[config.mk]
export PLATFORM = sky130hd
export DESIGN_NAME = uparc_hazu
export DESIGN_NICKNAME = d
export VERILOG_FILES = /design/src/rtl/uparc_hazu_pkg.sv /design/src/rtl/uparc_hazu_sel.sv /design/src/rtl/uparc_hazu.sv
export SDC_FILE = /design/constraint.sdc
export NUM_CORES = 1
export LEC_CHECK = 0
export BUFFER_PORTS_ARGS = -buffer_cell sky130_fd_sc_hd__buf_2
export CAP_MARGIN = 20
export CORE_UTILIZATION = 50
export CTS_BUF_LIST = sky130_fd_sc_hd__clkbuf_8
export DETAILED_ROUTE_END_ITERATION = 10
export PLACE_DENSITY = 0.82
export SYNTH_ARGS = -nofsm -noshare
export SYNTH_HDL_FRONTEND = slang
export SYNTH_HIERARCHICAL = 1
export SYNTH_SLANG_ARGS = --single-unit
[constraint.sdc]
create_clock -name clk -period 6.7 [get_ports clk]
set_input_delay 1.34 -clock clk [delete_from_list [all_inputs] [get_ports clk]]
set_output_delay 1.34 -clock clk [all_outputs]
set_load 0.1 [all_outputs]
[src/rtl/uparc_hazu_pkg.sv]
// uparc_hazu_pkg: shared register-number/register widths and types for the hazard unit
package uparc_hazu_pkg;
   localparam int UPARC_REGNO_WIDTH = 5;
   localparam int UPARC_REG_WIDTH = 32;
   localparam int UPARC_NREGS = 1 << UPARC_REGNO_WIDTH;
   typedef logic [UPARC_REGNO_WIDTH-1:0] regno_t;
   typedef logic [UPARC_REG_WIDTH-1:0] reg_t;
endpackage

[src/rtl/uparc_hazu_sel.sv]
// uparc_hazu_sel: per-read-port operand select and hazard detect
module uparc_hazu_sel
   import uparc_hazu_pkg::*;
#(
   parameter int NSTAGES = 2
) (
   input  logic [UPARC_REGNO_WIDTH-1:0]         rd_no,
   input  logic [UPARC_REG_WIDTH-1:0]           rd_data,
   input  logic [NSTAGES*UPARC_REGNO_WIDTH-1:0] fwd_no,
   input  logic [NSTAGES*UPARC_REG_WIDTH-1:0]   fwd_data,
   input  logic [NSTAGES-1:0]                   fwd_vld,
   input  logic [UPARC_NREGS-1:0]               pending,
   input  logic                                 cmpl_vld,
   input  logic [UPARC_REGNO_WIDTH-1:0]         cmpl_rd,
   input  logic [UPARC_REG_WIDTH-1:0]           cmpl_data,
   output logic [UPARC_REG_WIDTH-1:0]           data,
   output logic                                 stall
);
   logic cmpl_hit;
   assign cmpl_hit = cmpl_vld && cmpl_rd == rd_no;
   // walk oldest to youngest so the youngest matching stage wins, even if not ready
   always_comb begin
      data = cmpl_hit ? cmpl_data : rd_data;
      stall = pending[rd_no] && !cmpl_hit;
      for (int s = NSTAGES - 1; s >= 0; s--)
         if (fwd_no[s*UPARC_REGNO_WIDTH +: UPARC_REGNO_WIDTH] == rd_no) begin
            data = fwd_data[s*UPARC_REG_WIDTH +: UPARC_REG_WIDTH];
            stall = !fwd_vld[s];
         end
      if (rd_no == '0) begin
         data = rd_data;
         stall = 1'b0;
      end
   end
endmodule

[src/rtl/uparc_hazu.sv]
// uparc_hazu: operand forwarding and long-latency write scoreboard hazard unit
// Adds perf_stall_cnt_o (saturating stall-cycle count) when UPARC_HAZU_PERFCNT_EN is defined.
module uparc_hazu
   import uparc_hazu_pkg::*;
#(
   parameter int NREAD = 2,
   parameter int NSTAGES = 2,
   parameter int SB_DEPTH = 4
) (
   input  logic                                 clk,
   input  logic                                 nrst,
   input  logic [NREAD*UPARC_REGNO_WIDTH-1:0]   rd_no_i,
   input  logic [NREAD*UPARC_REG_WIDTH-1:0]     rd_data_i,
   input  logic [NSTAGES*UPARC_REGNO_WIDTH-1:0] fwd_no_i,
   input  logic [NSTAGES*UPARC_REG_WIDTH-1:0]   fwd_data_i,
   input  logic [NSTAGES-1:0]                   fwd_vld_i,
   input  logic                                 issue_vld_i,
   input  logic [UPARC_REGNO_WIDTH-1:0]         issue_rd_i,
   input  logic                                 cmpl_vld_i,
   input  logic [UPARC_REGNO_WIDTH-1:0]         cmpl_rd_i,
   input  logic [UPARC_REG_WIDTH-1:0]           cmpl_data_i,
   input  logic                                 flush_i,
   output logic [NREAD*UPARC_REG_WIDTH-1:0]     fwd_data_o,
   output logic                                 stall_o,
   output logic                                 sb_full_o
`ifdef UPARC_HAZU_PERFCNT_EN
   ,
   output logic [31:0]                          perf_stall_cnt_o
`endif
);
   localparam int CW = $clog2(SB_DEPTH + 1);
   logic [UPARC_NREGS-1:0] pend_q, pend_d;
   logic [CW-1:0] cnt_q, cnt_d;
   logic [NREAD-1:0] port_stall;
   logic same, iss, cmp;
   genvar k;
   for (k = 0; k < NREAD; k++) begin : g_sel
      uparc_hazu_sel #(.NSTAGES(NSTAGES)) u_sel (
         .rd_no    (rd_no_i[k*UPARC_REGNO_WIDTH +: UPARC_REGNO_WIDTH]),
         .rd_data  (rd_data_i[k*UPARC_REG_WIDTH +: UPARC_REG_WIDTH]),
         .fwd_no   (fwd_no_i),
         .fwd_data (fwd_data_i),
         .fwd_vld  (fwd_vld_i),
         .pending  (pend_q),
         .cmpl_vld (cmpl_vld_i),
         .cmpl_rd  (cmpl_rd_i),
         .cmpl_data(cmpl_data_i),
         .data     (fwd_data_o[k*UPARC_REG_WIDTH +: UPARC_REG_WIDTH]),
         .stall    (port_stall[k])
      );
   end
   // a completion and re-issue of the same pending register hand the slot straight over
   always_comb begin
      same = issue_vld_i && cmpl_vld_i && issue_rd_i == cmpl_rd_i && pend_q[issue_rd_i];
      iss = issue_vld_i && issue_rd_i != '0 && !pend_q[issue_rd_i] && !sb_full_o;
      cmp = cmpl_vld_i && pend_q[cmpl_rd_i] && !same;
      pend_d = pend_q;
      if (iss)
         pend_d[issue_rd_i] = 1'b1;
      if (cmp)
         pend_d[cmpl_rd_i] = 1'b0;
      cnt_d = cnt_q + CW'(iss) - CW'(cmp);
      if (flush_i) begin
         pend_d = '0;
         cnt_d = '0;
      end
   end
   always_ff @(posedge clk or negedge nrst)
      if (!nrst) begin
         pend_q <= '0;
         cnt_q <= '0;
      end else begin
         pend_q <= pend_d;
         cnt_q <= cnt_d;
      end
   assign sb_full_o = cnt_q == CW'(SB_DEPTH);
   assign stall_o = |port_stall;
`ifdef UPARC_HAZU_PERFCNT_EN
   logic [31:0] perf_q;
   always_ff @(posedge clk or negedge nrst)
      if (!nrst)
         perf_q <= '0;
      else if (stall_o && !(&perf_q))
         perf_q <= perf_q + 32'd1;
   assign perf_stall_cnt_o = perf_q;
`endif
endmodule

==> impl_metrics.py <==
metrics = {
    "outcome": {
        "outcome": "complete, no violations",
    },
    "placed_design": {
        "placed_area_um2": 7270,
        "hpwl_um": 17900,
        "numPortBuffers": 262,
        "dp.cells": 1042,
        "gp_congestion": 0.969,
    },
    "global_routing": {
        "grt_pass1_vias": 6632,
        "antenna_found_initial": 5,
        "grt_pass1_wl_um": 36300,
        "grt_max_degree": 36,
        "grt_use_total": 0.355,
        "overflow": 0,
    },
    "routing": {
        "drc_errors": 0,
        "drtIter0Drc": 1158,
        "wirelength_um": 23900,
        "vias": 7227,
        "firstDrtPassIters": 6,
        "routedWlPerCell_um": 22.6,
        "vias_per_cell": 6.86,
        "ant_nets": 0,
    },
    "clocking": {
        "path_clk_slew_ns": 0.06,
        "cts_setup_buffers": 0,
        "htreeDepth": 2,
        "cts_tree": "built",
        "clock_latency_ns": 0.29,
        "clock-root-buffer": "clkbuf_8",
        "clockBufferDepth": 2,
        "post_cts_resized": 0,
        "holdBufCountCts": 0,
        "cts_buffers": 5,
        "cts_sinks": 35,
    },
    "critical_path": {
        "worstRegToRegCells": 13,
        "cp_max_fo": 34,
        "timing_worst_setup_path_type": "in -> out",
        "critPathCaptureType": "primary output",
        "start_kind": "primary input",
        "cp-startpoint": "cmpl_rd_i[2]",
        "r2r_end": "cnt_q[2]",
        "worstPathRequired_ns": 5.36,
        "r2r_slack_ns": 3.34,
        "cp_common_cell": "buf_2",
        "endpoint": "fwd_data_o[62]",
        "cp.arrival_ns": 4.08,
        "rr_startpoint": "pend_q[3]",
        "cp_slowest_cell": "buf_2",
        "path_cells": "buf_2 -> xor2_2 -> nor4_4 -> nand3_4 -> a31oi_4 -> buf_4 -> a2bb2oi_1 -> buf_2",
        "slowest_delay_ns": 0.50,
    },
    "logic_synthesis": {
        "synth_area_um2": 6280,
        "ys_seq_elements": 35,
        "async_reset_ff_frac": 1.00,
        "syn_avg_cell_area_um2": 9.24,
        "synth_ff_type": "dfrtp_1",
        "synth_warnings": 6,
        "synth_edf_count": 0,
        "syn-instance-count": 679,
        "syn_nets": 879,
        "yosysSeqAreaShare": 0.140,
        "synth.distinct_cells": 64,
    },
    "cells_and_area": {
        "drive_gt1_frac": 0.388,
        "syn2layout_area_growth_pct": 17.3,
        "stdcell_count": 1054,
        "final_cell_mix": "buf_2, a21oi_1, nand3b_1",
        "layout_commonest_cell": "buf_2",
        "layout.nets": 1081,
        "final_area_um2": 7360,
        "num-fill-cells": 1093,
    },
    "timing": {
        "tightest_slew_ns": 0.988,
        "fin_crit_sh": 0.809,
        "slew_headroom": 0.341,
        "drv_slew": 0,
        "skew_ns": 0.00858,
        "hold_viol_final": 0,
        "max_freq_mhz": 185,
        "rsz0062_at_grt": "no",
        "fin_crit_ns": 5.42,
        "timing.setup.tns_ns": 0,
        "setup_viol": 0,
    },
    "run": {
        "max_cap_viol_count": 0,
    },
    "floorplan": {
        "coreArea_um2": 12100,
        "die_y_um": 114,
        "start_util": 0.518,
        "rows": 40,
        "die_w_um": 114,
        "pin_count": 263,
        "die-area_um2": 13000,
    },
    "pwr": {
        "p_leak_uw": 0.00306,
        "peakVddDrop_mv": 0.165,
        "total_power_uw": 1130,
        "power_density_nw_per_um2": 153,
    },
    "worst_hold_path": {
        "hp-class": "reg -> reg",
    },
}
[power by group]
| part | internal (uW) | switching, uW |
|---|---|---|
| clock | 67.6 | 69.3 |
| sequential | 220 | 9.66 |
| combinational | 190 | 571 |
| total | 477 | 650 |
[cell usage after synthesis (all sizes together) (2+ instances only)]
cell type      n  area [um^2]
a21oi         94          470
nand3b        74          556
a2bb2oi       66          616
o311ai        64          606
buf           56          444
dfrtp         35          876
mux2i         31          310
xor2          29          284
clkbuf        24          173
a32oi         23          201
nor3          22          143
mux4          20          480
nand2         18         67.6
nor2          16         60.1
nand3          8         65.1
xnor2          8         70.1
inv            7         26.3
o22ai          7         43.8
or2            7         43.8
a22oi          6         45.0
a31oi          5         61.3
nand2b         5         31.3
nor4           5         91.3
o32ai          5         43.8
a2111oi        4          110
and2           4         25.0
nor2b          4         25.0
nor3b          4         30.0
and3           3         18.8
a211oi         2         20.0
dlymetal6s2s   2         25.0
ha             2         25.0
mux2           2         22.5
nand4          2         27.5
nand4b         2         17.5
o21ai          2         10.0
o31a           2         17.5
or3b           2         17.5
[cells by family (layout without fill, tap and decap cells)]
family	count (synthesis)	count (layout)	synth area share
AOI/OAI and AO/OA	282	282	0.361
xor gates and xnor gates	37	37	0.0564
adders and majority gates	3	3	0.00718
buffers and inverters	89	290	0.106
DFF	35	35	0.140
muxes	53	53	0.130
other	0	6	0
and+or+nand+nor	180	180	0.200
[layer usage]
layer | GRT usage | vias up | part of all wire
li1 | - | 3183 | -
met4 | 0.156 | 0 | 0.037
met2 | 0.565 | 551 | 0.47
met5 | 0 | - | 0
met1 | 0.459 | 3399 | 0.38
met3 | 0.0855 | 94 | 0.11
[layout make-up]
type,count,area [um^2],share of cell area
antenna,6,15.0,0.00204
tap,168,210,0.0286
timing repair buffer,277,1420,0.193
multi-input combinational,555,4740,0.644
sequential,35,876,0.119
inverter,7,26.3,0.00357
clock inverter,1,3.75,0.000510
clock buffer,5,68.8,0.00935
[through the flow]
step | hold WS (ns) | utilization | worst slack, ns
3_5_place_dp | 0.593 | 0.601 | 1.41
5_1_grt | 0.642 | 0.607 | 1.13
6_report | 0.611 | 0.608 | 1.28
2_1_floorplan | 0.513 | - | 1.26
4_1_cts | 0.604 | 0.607 | 1.41
3_3_place_gp | 0.580 | 0.601 | 1.43
[state kept, by name, summed over array words and instances, names as in the netlist]
name / cells
cnt_q: 3
pend_q: 32
[how the worst min path moves through the flow]
stage	from	endpoint	depth (start not counted)
6_report	pend_q[0]	pend_q[0]	2
5_1_grt	pend_q[0]	pend_q[0]	2
3_3_place_gp	pend_q[0]	pend_q[0]	2
4_1_cts	pend_q[0]	pend_q[0]	2
2_1_floorplan	pend_q[0]	pend_q[0]	2
3_5_place_dp	pend_q[0]	pend_q[0]	2
[worst max-delay path: cells and delay by family]
kind,cells,cell delay [ns]
buffers and inverters,3,1.20
AOI/OAI and AO/OA,2,0.62
xor gates and xnor gates,1,0.14
and+or+nand+nor,2,0.75
(Power assumes the default switching activity.)
